File: config.mk
export PLATFORM = sky130hd
export DESIGN_NAME = rate_detector
export DESIGN_NICKNAME = d
export VERILOG_FILES = /design/src/rtl/rate_detector_pkg.sv /design/src/rtl/rate_detector_classifier.sv /design/src/rtl/rate_detector.sv
export SDC_FILE = /design/constraint.sdc
export NUM_CORES = 1
export LEC_CHECK = 0
export ABC_AREA = 1
export CELL_PAD_IN_SITES_DETAIL_PLACEMENT = 1
export CELL_PAD_IN_SITES_GLOBAL_PLACEMENT = 2
export CORE_ASPECT_RATIO = 1.1
export CORE_MARGIN = 10
export CORE_UTILIZATION = 34
export CTS_CLUSTER_DIAMETER = 40
export DETAILED_ROUTE_END_ITERATION = 10
export PLACE_DENSITY = 0.83
export SLEW_MARGIN = 30
export SYNTH_ARGS = -nofsm -noshare
export SYNTH_HDL_FRONTEND = slang
export SYNTH_HIERARCHICAL = 1
export SYNTH_SLANG_ARGS = --single-unit
File: constraint.sdc
create_clock -name ClockIn -period 3.4 [get_ports ClockIn]
set_input_delay 0.34 -clock ClockIn [delete_from_list [all_inputs] [get_ports ClockIn]]
set_output_delay 0.34 -clock ClockIn [all_outputs]
set_load 0.005 [all_outputs]
File: src/rtl/rate_detector_pkg.sv
`default_nettype none
// ============================================================================
//  Module      : rate_pkg
//  Description : Shared types, FSM state codes and the gap-limit helper for
//                the rate detector.
//  Revision    : 1.0  initial release
// ============================================================================
package rate_pkg;

    typedef logic [1:0] speed_t;
    typedef logic [1:0] state_t;

    // FSM state codes
    localparam state_t c_st_idle    = 2'd0;
    localparam state_t c_st_first   = 2'd1;
    localparam state_t c_st_confirm = 2'd2;
    localparam state_t c_st_locked  = 2'd3;

    // Longest quiet stretch (in counter steps) tolerated before a stall is flagged
    function automatic int max_gap(input int cf, input int tol);
        return 4 * cf + tol;
    endfunction

endpackage
`default_nettype wire

File: src/rtl/rate_detector_classifier.sv
`default_nettype none
// ============================================================================
//  Module      : rate_interval_classifier
//  Description : Maps a measured pulse interval onto the Speed code whose
//                period it matches within +/- TOLERANCE cycles.
//  Revision    : 1.0  initial release
// ============================================================================
module rate_interval_classifier
    import rate_pkg::*;
#(
    parameter int CLOCK_FREQUENCY = 500,
    parameter int TOLERANCE       = 2,
    parameter int IW              = 12
) (
    input  logic [IW-1:0] interval,
    output logic [1:0]    speed_class,
    output logic          class_valid
);

    // Acceptance windows; lower bounds stay positive because CF > 2*TOL+1
    localparam logic [IW-1:0] c_one  = IW'(1);
    localparam logic [IW-1:0] c_lo_1 = IW'(CLOCK_FREQUENCY - TOLERANCE);
    localparam logic [IW-1:0] c_hi_1 = IW'(CLOCK_FREQUENCY + TOLERANCE);
    localparam logic [IW-1:0] c_lo_2 = IW'(2 * CLOCK_FREQUENCY - TOLERANCE);
    localparam logic [IW-1:0] c_hi_2 = IW'(2 * CLOCK_FREQUENCY + TOLERANCE);
    localparam logic [IW-1:0] c_lo_3 = IW'(4 * CLOCK_FREQUENCY - TOLERANCE);
    localparam logic [IW-1:0] c_hi_3 = IW'(4 * CLOCK_FREQUENCY + TOLERANCE);

    // Window match; the windows never overlap so priority order is irrelevant
    always_comb begin
        speed_class = 2'b00;
        class_valid = 1'b0;
        if (interval == c_one) begin
            speed_class = 2'b00;
            class_valid = 1'b1;
        end else if (interval >= c_lo_1 && interval <= c_hi_1) begin
            speed_class = 2'b01;
            class_valid = 1'b1;
        end else if (interval >= c_lo_2 && interval <= c_hi_2) begin
            speed_class = 2'b10;
            class_valid = 1'b1;
        end else if (interval >= c_lo_3 && interval <= c_hi_3) begin
            speed_class = 2'b11;
            class_valid = 1'b1;
        end
    end

endmodule
`default_nettype wire

File: src/rtl/rate_detector.sv
`default_nettype none
// ============================================================================
//  Module      : rate_detector
//  Description : Recovers the rate-divider Speed code from a pulse train by
//                timing the gaps between pulses; flags lock and stalls.
//  Revision    : 1.0  initial release
// ============================================================================
module rate_detector
    import rate_pkg::*;
#(
    parameter int CLOCK_FREQUENCY = 500,
    parameter int TOLERANCE       = 2
) (
    input  logic       ClockIn,
    input  logic       Resetn,
    input  logic       PulseIn,
    output logic [1:0] Speed,
    output logic       Locked,
    output logic       SpeedChange,
    output logic       Timeout
);

    localparam int c_max_gap = max_gap(CLOCK_FREQUENCY, TOLERANCE);
    localparam int CW        = $clog2(c_max_gap + 1);
    // One extra bit so count+1 cannot wrap at saturation
    localparam int IW        = CW + 1;
    localparam logic [CW-1:0] c_max_cnt = CW'(c_max_gap);

    logic [CW-1:0] r_count;
    state_t        r_state;
    speed_t        r_candidate;
    speed_t        r_speed;
    logic          r_speed_change;
    logic          r_timeout;

    logic [IW-1:0] w_interval;
    logic [1:0]    w_class;
    logic          w_valid;
    logic          w_gap_expired;

    assign w_interval    = {1'b0, r_count} + IW'(1);
    assign w_gap_expired = (r_count == c_max_cnt);

    rate_interval_classifier #(
        .CLOCK_FREQUENCY (CLOCK_FREQUENCY),
        .TOLERANCE       (TOLERANCE),
        .IW              (IW)
    ) u_classifier (
        .interval    (w_interval),
        .speed_class (w_class),
        .class_valid (w_valid)
    );

    // Cycles since the last pulse, saturating so a dead input stays detectable
    always_ff @(posedge ClockIn) begin
        if (!Resetn) begin
            r_count <= '0;
        end else if (PulseIn) begin
            r_count <= '0;
        end else if (r_count != c_max_cnt) begin
            r_count <= r_count + CW'(1);
        end
    end

    // Lock FSM: two consecutive matching intervals are required to lock
    always_ff @(posedge ClockIn) begin
        if (!Resetn) begin
            r_state        <= c_st_idle;
            r_candidate    <= 2'b00;
            r_speed        <= 2'b00;
            r_speed_change <= 1'b0;
            r_timeout      <= 1'b0;
        end else begin
            r_speed_change <= 1'b0;
            r_timeout      <= 1'b0;
            case (r_state)
                c_st_idle: begin
                    if (PulseIn) begin
                        r_state <= c_st_first;
                    end
                end
                c_st_first: begin
                    if (PulseIn) begin
                        if (w_valid) begin
                            r_state     <= c_st_confirm;
                            r_candidate <= w_class;
                        end
                    end else if (w_gap_expired) begin
                        r_state   <= c_st_idle;
                        r_timeout <= 1'b1;
                    end
                end
                c_st_confirm: begin
                    if (PulseIn) begin
                        if (!w_valid) begin
                            r_state <= c_st_first;
                        end else if (w_class == r_candidate) begin
                            r_state        <= c_st_locked;
                            r_speed        <= r_candidate;
                            r_speed_change <= 1'b1;
                        end else begin
                            r_candidate <= w_class;
                        end
                    end else if (w_gap_expired) begin
                        r_state   <= c_st_idle;
                        r_timeout <= 1'b1;
                    end
                end
                c_st_locked: begin
                    if (PulseIn) begin
                        if (!w_valid) begin
                            r_state <= c_st_first;
                        end else if (w_class != r_speed) begin
                            r_state     <= c_st_confirm;
                            r_candidate <= w_class;
                        end
                    end else if (w_gap_expired) begin
                        r_state   <= c_st_idle;
                        r_timeout <= 1'b1;
                    end
                end
                default: begin
                    r_state <= c_st_idle;
                end
            endcase
        end
    end

    assign Speed       = r_speed;
    assign Locked      = (r_state == c_st_locked);
    assign SpeedChange = r_speed_change;
    assign Timeout     = r_timeout;

endmodule
`default_nettype wire

======== After elaboration in Yosys (flattened, before gate mapping) ========
Index checks and enable logic that the tools add are counted.
word-level totals
  output and inout bits ................... 5
  logic and storage cells ................. 78
  bits in registers ....................... 19
  bits of input ports ..................... 3
cells by class
  order comparisons ....................... 6
  reduce and logical (&&, ||, !) cells .... 12
  add/sub/neg operators ................... 2
  bitwise operators ....................... 2
  equal/unequal tests ..................... 20
  muxes and demuxes ....................... 30
operator list
  operator               count
  $mux 2                 22
  $ne 2x2->1 const B     7
  $add 11x1->12 const B  1
  $eq 12x1->1 const B    1
  $ge 12x10->1 const B   1
  $ge 12x11->1 const B   1
  $ge 12x9->1 const B    1
  $le 12x10->1 const B   1
  $le 12x11->1 const B   1
  $le 12x9->1 const B    1
  $reduce_and 4->1       3
  $add 11x1->11 const B  1
  $eq 11x11->1 const B   1
  $ne 11x11->1 const B   1
  $reduce_and 9->1       1
  $pmux 2 s4             1
  $mux 1                 6
  $pmux 2 s3             1
  $reduce_or 3->1        2
  $eq 2x2->1 const B     2
  $ne 2x1->1 const B     2
  $ne 4x3->1 const B     1
  $ne 4x4->1 const B     1
  $logic_and 1x1->1      3
  other kinds (8)        9

======== Depth between registers and ports, before layout ========
Gate-level depths: netlist of the first run.
  depth after elaboration ................. 12
  gate-level depth with buffers ........... 22
  gate-level depth less buffers ........... 22

======== By module ========
The synthesis of the first run kept the hierarchy.
modules (own cells, without submodules)
  module                    area each (µm²)  cells each  seq. area each (µm²)  times used
  rate_detector             1044.8           154         380.4                 1
  rate_interval_classifier  209.0            46          0.0                   1

======== Least setup slack after synthesis of the first run ========
Ideal clock, no wire load.
  path kind ............................... register to register
  start ................................... register r_count[1]
  end ..................................... register r_candidate[1]
  library setup time ...................... 0.119 ns
  path slack .............................. 1.148 ns
  arrival ................................. 2.133 ns
  required time ........................... 3.281 ns
  clock period less this slack ............ 2.252 ns
  buffers on the path ..................... 0
  cell stages (with the launch flop) ...... 19
  cell sequence ........................... dfxtp_1 ha_1 nand2_1 inv_2 nand4_1 o21ai_0 o21ai_1 inv_1 nand3_1 nor2_2 nand3_2 o21ai_1 inv_1 nand2_1 nand2_1 nand3_1 nand3_2 o21ai_0 a21oi_1
between the ends
  elaborated cells between the ends (all ways) .. 36
  those cells by class .................... add/sub: 1; order compare: 6; eq/ne: 8; mux: 17; reduce/logical: 4
RTL lines
  element                                                    RTL line                                   RTL
  start, declared                                            rate_detector.sv:29                        logic [CW-1:0] r_count;
  start signal, assigned                                     rate_detector.sv:61                        r_count <= r_count + CW'(1);
  $add 11x1->12 (*)                                          rate_detector.sv:41                        assign w_interval = {1'b0, r_count} + IW'(1);
  named net w_interval[10]                                   rate_detector.sv:36                        logic [IW-1:0] w_interval;
  $ge 12x11->1 / $le 12x11->1 (equally long branches)        rate_detector_classifier.sv:42             end else if (interval >= c_lo_3 && interval <= c_hi_3) begin
  $logic_and 1x1->1                                          rate_detector_classifier.sv:42
  $mux 2                                                     rate_detector_classifier.sv:42
  $mux 2                                                     rate_detector_classifier.sv:39             end else if (interval >= c_lo_2 && interval <= c_hi_2) begin
  $mux 2                                                     rate_detector_classifier.sv:36             end else if (interval >= c_lo_1 && interval <= c_hi_1) begin
  $mux 2 (*)                                                 rate_detector_classifier.sv:33             if (interval == c_one) begin
  named net w_class[0]                                       rate_detector.sv:37                        logic [1:0] w_class;
  $eq 2x2->1 / $ne 2x2->1 (equally long branches)            rate_detector.sv:97, rate_detector.sv:113
  $ne 2x2->1 (no line) / $ne 2x1->1 (equally long branches)  n/a
  $reduce_and 9->1 (no line) (*)                             n/a
  end signal, assigned                                       rate_detector.sv:86                        r_candidate <= w_class;
  end signal, assigned                                       rate_detector.sv:102                       r_candidate <= w_class;
  end signal, assigned                                       rate_detector.sv:115                       r_candidate <= w_class;
  end, declared                                              rate_detector.sv:31                        speed_t r_candidate;
Mark *: on every way through the listed nets, which the timed path passes. The rest lies on a longest branch. The select of a mux whose other input is x is not followed.
A chain may end at the register's enable or synchronous reset.

======== Final worst setup path of the first run ========
  start ................................... register r_count[1]
  end ..................................... register r_speed[1] (netlist: Speed[1])
between the ends
  cells in the longest elaborated chain, start to end .. 9
  elaborated cells between the ends (all ways) .. 21
  those cells by class .................... add/sub: 1; order compare: 6; eq/ne: 2; mux: 8; reduce/logical: 4
ends and longest elaborated chain
  element                                              RTL line                        RTL
  $add 11x1->12 (*)                                    rate_detector.sv:41
  named net w_interval[8]                              rate_detector.sv:36
  $ge 12x11->1 / $le 12x11->1 (equally long branches)  rate_detector_classifier.sv:42
  $logic_and 1x1->1                                    rate_detector_classifier.sv:42
  $mux 2                                               rate_detector_classifier.sv:42
  $mux 2                                               rate_detector_classifier.sv:39
  $mux 2                                               rate_detector_classifier.sv:36
  $mux 2 (*)                                           rate_detector_classifier.sv:33
  named net w_class[1]                                 rate_detector.sv:37
  $eq 2x2->1 (*)                                       rate_detector.sv:97             end else if (w_class == r_candidate) begin
  $reduce_and 4->1 (no line) (*)                       n/a
  end signal, assigned                                 rate_detector.sv:99             r_speed <= r_candidate;
  end, declared                                        rate_detector.sv:32             speed_t r_speed;
Mark *: on every way through the listed nets, which the timed path passes. The rest lies on a longest branch.

==> results of run 1 <==
[how the worst min path moves through the flow]
stage	slack, ns	end	cells past startpoint	from
2_1_floorplan	0.45	r_candidate[0]$_SDFFE_PN0P_	2	r_candidate[0]$_SDFFE_PN0P_
4_1_cts	0.50	r_candidate[1]$_SDFFE_PN0P_	2	r_candidate[1]$_SDFFE_PN0P_
5_1_grt	0.54	r_candidate[1]$_SDFFE_PN0P_	2	r_candidate[1]$_SDFFE_PN0P_
6_report	0.50	r_candidate[0]$_SDFFE_PN0P_	2	r_candidate[0]$_SDFFE_PN0P_
3_5_place_dp	0.49	r_candidate[0]$_SDFFE_PN0P_	2	r_candidate[0]$_SDFFE_PN0P_
3_3_place_gp	0.47	Speed[1]$_SDFFE_PN0P_	2	Speed[1]$_SDFFE_PN0P_
[metal layers]
metal,routed length (µm),vias to the layer above,global-route usage
met4,19,0,0.0359
met5,0,-,0
li1,-,643,-
met2,1760,5,0.206
met1,1450,577,0.113
met3,79,2,0.0269
[metrics by stage]
stage	utilization	area, µm²	setup WS [ns]	power (µW)
final	0.399	1440	0.564	496
after global routing	0.399	1440	0.141	534
after CTS	0.399	1440	0.544	507
after detailed placement	0.385	1390	0.582	332
after global placement	0.385	1390	0.568	329
after floorplan	-	1250	1.15	307
[registers in the layout, indices dropped and copies added, names as in the netlist]
name	cells
r_state	2
r_candidate	2
Speed	2
r_count	11
SpeedChange	1
Timeout	1
[kinds of logic (layout without fill, tap and decap cells)]
logic type,after synthesis,in the layout
xor gates and xnor gates,5,5
buffers and inverters,39,50
and+or+nand+nor,113,113
AOI/OAI and AO/OA,22,22
adders and majority gates,2,2
DFF,19,19
[layout by cell type, fill, tap and decap left out, drive strengths merged, types with 4 or more instances in the layout]
| cell type | Yosys | layout |
|---|---|---|
| a21oi | 10 | 10 |
| clkdlybuf4s50 | 0 | 7 |
| dfxtp | 19 | 19 |
| inv | 39 | 39 |
| nand2 | 50 | 50 |
| nand3 | 14 | 14 |
| nand4 | 5 | 5 |
| nor2 | 34 | 34 |
| nor3 | 6 | 6 |
| o21ai | 12 | 12 |
| xor2 | 4 | 4 |
[layout make-up]
| type | instances | area share |
|---|---|---|
| tap | 50 | 0.0436 |
| clock buffer | 3 | 0.0288 |
| multi-input combinational | 142 | 0.505 |
| timing repair buffer | 7 | 0.0488 |
| clock inverter | 1 | 0.00523 |
| inverter | 39 | 0.104 |
| sequential | 19 | 0.265 |
[worst max-delay path, cell delays in order, from the launching register on]
cell	delay, ns
dfxtp_1	0.43
ha_1	0.20
nand2_1	0.08
inv_2	0.11
nand4_1	0.14
xor2_1	0.38
nand2_1	0.12
inv_2	0.07
nand2_1	0.06
nor2_2	0.09
nand3_2	0.09
nand2_2	0.13
inv_2	0.04
nand2_1	0.08
nand2_1	0.07
inv_1	0.11
nand4_1	0.22
o21ai_0	0.23
a21oi_1	0.06
[power breakdown]
| group | switching [µW] | leakage (µW) | internal, µW |
|---|---|---|---|
| sequential | 10.9 | 0.000154 | 231 |
| clock | 87.3 | 0.0000217 | 82.7 |
| combinational | 53.0 | 0.000428 | 30.5 |
==> impl_results.md, run 1 <==
* Worst Setup SP: r_count[1]$_SDFFE_PP0N_
* TritonCTS clock tree: done
* First-pass GRT wire length at between 5000 and 6000 µm
* R2R Path End: Speed[1]$_SDFFE_PN0P_
* Mux cell area share after synthesis at 0
* Die width at around 78 µm
* Die area at 0.00652 mm²
* Root Buffer: clkbuf_8
* End of the critical path: Speed[1]$_SDFFE_PN0P_
* Warning count from the yosys run at 6
* Post-DP HPWL at ~2700 µm
* P_leak at between 0.0006 and 0.0007 µW
* Die height at approximately 84 µm
* Hold Buf Count CTS at 0
* PortBufs at 7
* Peak VDD IR at roughly 0.15 mV
* RSZ-0062 raised after global routing: false
* Synth cell count leaders: nand2_1, inv_1, nor2_1, dfxtp_1
* # Post-CTS Setup Buffers at 0
* Worst setup SP type: flop
* Post-synth EDFFs at 0
* Synth Area in XOR/XNOR at 0.0349
* Residual DRC count at 0
* Gpl congestion at about 0.8
* Synth top area cells: dfxtp_1, nand2_1, inv_1, nor2_1, nand3_2
* Synth async-reset ratio at 0
* DRT Pass-1 Iters at 4
* Slew Limit Fails at 0
* Mapped Nets at roughly 210
* Area grow syn2layout at 14.5%
* Setup TNS at 0 ns
* Routed wire length at 3310 µm
* Post-CTS sizing at 0
* Placed cell count at between 200 and 300
* CTS max path bufs at 2
* Critical path data arrival time at ~3 ns
* R2R Path Start: r_count[1]$_SDFFE_PP0N_
* Simple-gate share of the synthesized area at 0.429
* Initial Utilization at 0.349
* Skew final at approximately 0.0024 ns
* Vias in the first global route at 1381
* Initial drt markers at 47
* Largest net degree at the start of global routing at 13
* Synth Area per Inst at 6.27 µm²
* Final non-filler cell total at ~260
* Max Cap Viol at 0
* H-Tree Depth at 1
* Setup Viol. Count Final at 0
* Per-cell routed wire length at around 13 µm
* Count leader, synth: nand2_1
* Largest family of logic cells by synthesized area: simple AND/OR/NAND/NOR gates
* Post-synthesis sequential area ratio at 0.303
* Worst Tran Pin Value at 0.522 ns
* DRT antenna net count at 0
* Worst-skew pair later-pin latency at between 0.2 and 0.3 ns
* CP endpoint kind: flop
* Final period util at 0.834
* Synth Area in Compound Gates at 0.0938
* Yosys top cell by area: dfxtp_1
* Initial antenna violation count at 0
* Row count at 23
* Antenna cells at 0
* Synthesized flop and latch total at 19
* Fin. Hold Viols at 0
* Tmin final at about 2.8 ns
* Crit Path Class: reg2reg
* Fraction of layout cells with a size suffix above 1 at 0.147
* Clock-pin slew on the worst setup and hold paths at ~0.08 ns
* WP data required at about 3.6 ns
* Worst Hold Class: reg2reg
* Multi-input gate area at just over 700 µm²
* Worst rel slew slack at 0.651
* Power per Cell Area at 345 mW/mm²
* R2R setup slack at 0.56 ns
* Adder-cell share of the synthesized area at 0.0200
* Via density at around 4.7
* CORE AREA at approximately 0.0036 mm²
* Distinct cells, synth at 23
* Hold_ws at 0.496 ns
* CTS sink cnt at 19
* Top cell type's share of synthesized area at 0.303
* Post-synthesis cell area at 0.00125 mm²
* Nets at between 200 and 250
* Post-synth top flop: dfxtp_1
* Status: finished clean
* Storage element area at ~380 µm²
* Mapped Cells at 200
* # fillers at about 480
* Cts bufs inserted at 3
* Detailed-route via count at ~1200
* I/O pins at 8
* Worst-path fanout max at 5
* Top achievable clock speed at 0.353 GHz
* Worst-case reg-to-reg path depth at 18
* GR Util All Layers at 0.109
* Grt total ovfl at 0
No activity file was read; power rests on OpenSTA's default activity.
==> run 2, diff against run 1 <==
Settings changed: CORE_UTILIZATION 34 to 31, PLACE_DENSITY 0.83 to 0.77.
Clock period 3.4 ns to 2.9 ns, I/O delays scaled along.
==> run 2 against run 1 <==
Utilization shrank 2.0 points; die area increased by 7.2%; count of clock-buffer cells in the layout up 1; largest cell class unchanged; design area increased by 4.0%; first-iteration DRC count decreased by 13%; global-route usage fell by 0.70 points; sequential power increased by 17%.
==> impl_results.md, run 2 (synthesis gave the netlist of run 1 again) <==
* Worst rel slew slack at 0.622 (-0.0293)
* Vias in the first global route at 1369 (-0.87%)
* Worst Tran Pin Value at 0.566 ns (+0.0438 ns)
* Commonest cells after routing, fill and taps aside: nand2_1, nor2_1, inv_1, dfxtp_1
* Setup Viol. Count Final at 0 (unchanged)
* Per-cell routed wire length at 12.1 µm (-4.5%)
* Pre-CTS WS at 0.125 ns (-0.457 ns)
* Residual DRC count at 0 (unchanged)
* Largest register FFs at 11 (unchanged)
* Largest net degree at the start of global routing at 11 (-2)
* Final non-filler cell total at 266 (+1.9%)
* Grt total ovfl at 0 (unchanged)
* Slew Limit Fails at 0 (unchanged)
* Initial antenna violation count at 0 (unchanged)
* Root Buffer: clkbuf_8
* Worst-skew pair later-pin latency at 0.26 ns (about the same)
* CORE AREA at 0.00393 mm² (+9.4%)
* Largest register by flop count: r_count
* Power per Cell Area at 388 mW/mm² (+12%)
* Placed cell count at 260 (+1.2%)
* DRT antenna net count at 0 (unchanged)
* Routed wire length at 3220 µm (-2.6%)
* I/O pins at 8 (unchanged)
* # fillers at 526 (+10%)
* Top achievable clock speed at 0.375 GHz (+6.3%)
* Placed instance area at 0.00140 mm² (+0.72%)
* Status: finished clean
* CP endpoint kind: flop
* Peak VDD IR at 0.180 mV (+21%)
* Antenna cells at 0 (unchanged)
* Via density at 4.62 (-1.7%)
* PortBufs at 7 (unchanged)
* Row count at 24 (+4.3%)
* R2R setup slack at 0.23 ns (-0.33 ns)
* Area grow syn2layout at 19.1%
* WP data required at 3.10 ns (-0.45 ns)
* Worst setup SP type: flop
* Die area at 0.00699 mm² (+7.2%)
* Worst-path fanout max at 5 (unchanged)
* First-pass GRT wire length at 5780 µm (-3.1%)
* Initial drt markers at 41 (-13%)
* Crit Path Class: reg2reg
* Nets at 220 (+1.4%)
* Fin. Hold Viols at 0 (unchanged)
* Max Cap Viol at 0 (unchanged)
* Design area at 0.00149 mm² (+4.0%)
* Cts bufs inserted at 3 (unchanged)
* Gpl congestion at 0.759 (-7.5%)
* Post-DP HPWL at 2590 µm (-5.3%)
* Fin worst setup slack at 0.231 ns (-0.333 ns)
* Critical path data arrival time at 2.87 ns (-0.12 ns)
* Hold Buf Count CTS at 0 (unchanged)
* H-Tree Depth at 1 (unchanged)
* Hold_ws at 0.489 ns (-0.00639 ns)
* Clock-pin slew on the worst setup and hold paths at 0.08 ns (about the same)
* Die width at 80.6 µm (+3.5%)
* Tmin final at 2.67 ns (-0.167 ns)
* Final period util at 0.920 (+0.0862)
* CTS max path bufs at 2 (unchanged)
* Skew final at 0.00267 ns (+0.000219 ns)
* GR Util All Layers at 0.102 (-0.00696)
* Most common cell after layout, fill and taps aside: nand2_1
* P_leak at 0.000625 µW (+3.7%)
* TritonCTS clock tree: done
* DRT Pass-1 Iters at 4 (unchanged)
* Worst Hold Class: reg2reg
* Die height at 86.7 µm (+3.6%)
* CTS sink cnt at 19 (unchanged)
* Initial Utilization at 0.319 (-0.0298)
* Detailed-route via count at 1229 (+0.16%)
* Fraction of layout cells with a size suffix above 1 at 0.187 (+0.0400)
-- run 2: layer usage --
layer,global-route usage,share of wire,vias to the layer above
met1,0.105,0.42,567
li1,-,-,649
met3,0.0186,0.028,5
met2,0.193,0.53,8
met4,0.0449,0.016,0
met5,0,0,-
-- run 2: area by class of cell --
class                   instances  area [µm²]  area share
inverters                      39         149      0.0997
clock buffers                   4        45.0      0.0302
well taps                      52        65.1      0.0436
repair buffers                 10        92.6      0.0620
multi-input cells             142         758       0.508
flip-flops and latches         19         383       0.256
-- run 2: metrics by stage --
stage	util	power, µW	TNS (ns)
floorplan	-	360	0
CTS	0.366	586	0
detailed placement	0.355	389	0
global route	0.379	615	-0.0436
finish	0.379	579	0
global placement	0.355	386	0
-- run 2: power by group --
| group | internal [µW] | switching, µW | total (µW) |
|---|---|---|---|
| registers | 271 | 12.7 | 284 |
| clock network | 98.1 | 98.4 | 196 |
| logic | 36.9 | 62.1 | 99.0 |
| total | 406 | 173 | 579 |
-- run 2: what timing repair did --
action                     CTS  global route
gates resized for setup      0            13
setup endpoints to repair    0             7
setup buffers                0             2
-- run 2: final timing paths --
check,startpoint,end,cells past startpoint
worst min register to register,Speed[1]$_SDFFE_PN0P_,Speed[1]$_SDFFE_PN0P_,2
worst min-delay path,Speed[1]$_SDFFE_PN0P_,Speed[1]$_SDFFE_PN0P_,2
worst max register to register,r_count[1]$_SDFFE_PP0N_,Speed[1]$_SDFFE_PN0P_,18
worst max-delay path,r_count[1]$_SDFFE_PP0N_,Speed[1]$_SDFFE_PN0P_,18
-- run 2: worst max-delay path, cell delays in order, from the launching register on --
cell     delay (ns)
dfxtp_2        0.37
ha_1           0.17
nand2_1        0.08
inv_2          0.11
nand4_1        0.19
o21ai_1        0.21
o21ai_2        0.09
inv_2          0.10
nand3_1        0.10
nor2_2         0.12
nand3_2        0.13
nand2_4        0.12
inv_2          0.03
nand2_1        0.08
nand2_1        0.09
inv_2          0.09
nand4_1        0.21
buf_4          0.21
a21oi_1        0.12
==> run 3, diff against run 2 <==
Settings changed: SLEW_MARGIN 30 to 20.
==> results of run 3 <==
Final layout, timing and power as in run 2 (identical DEF).
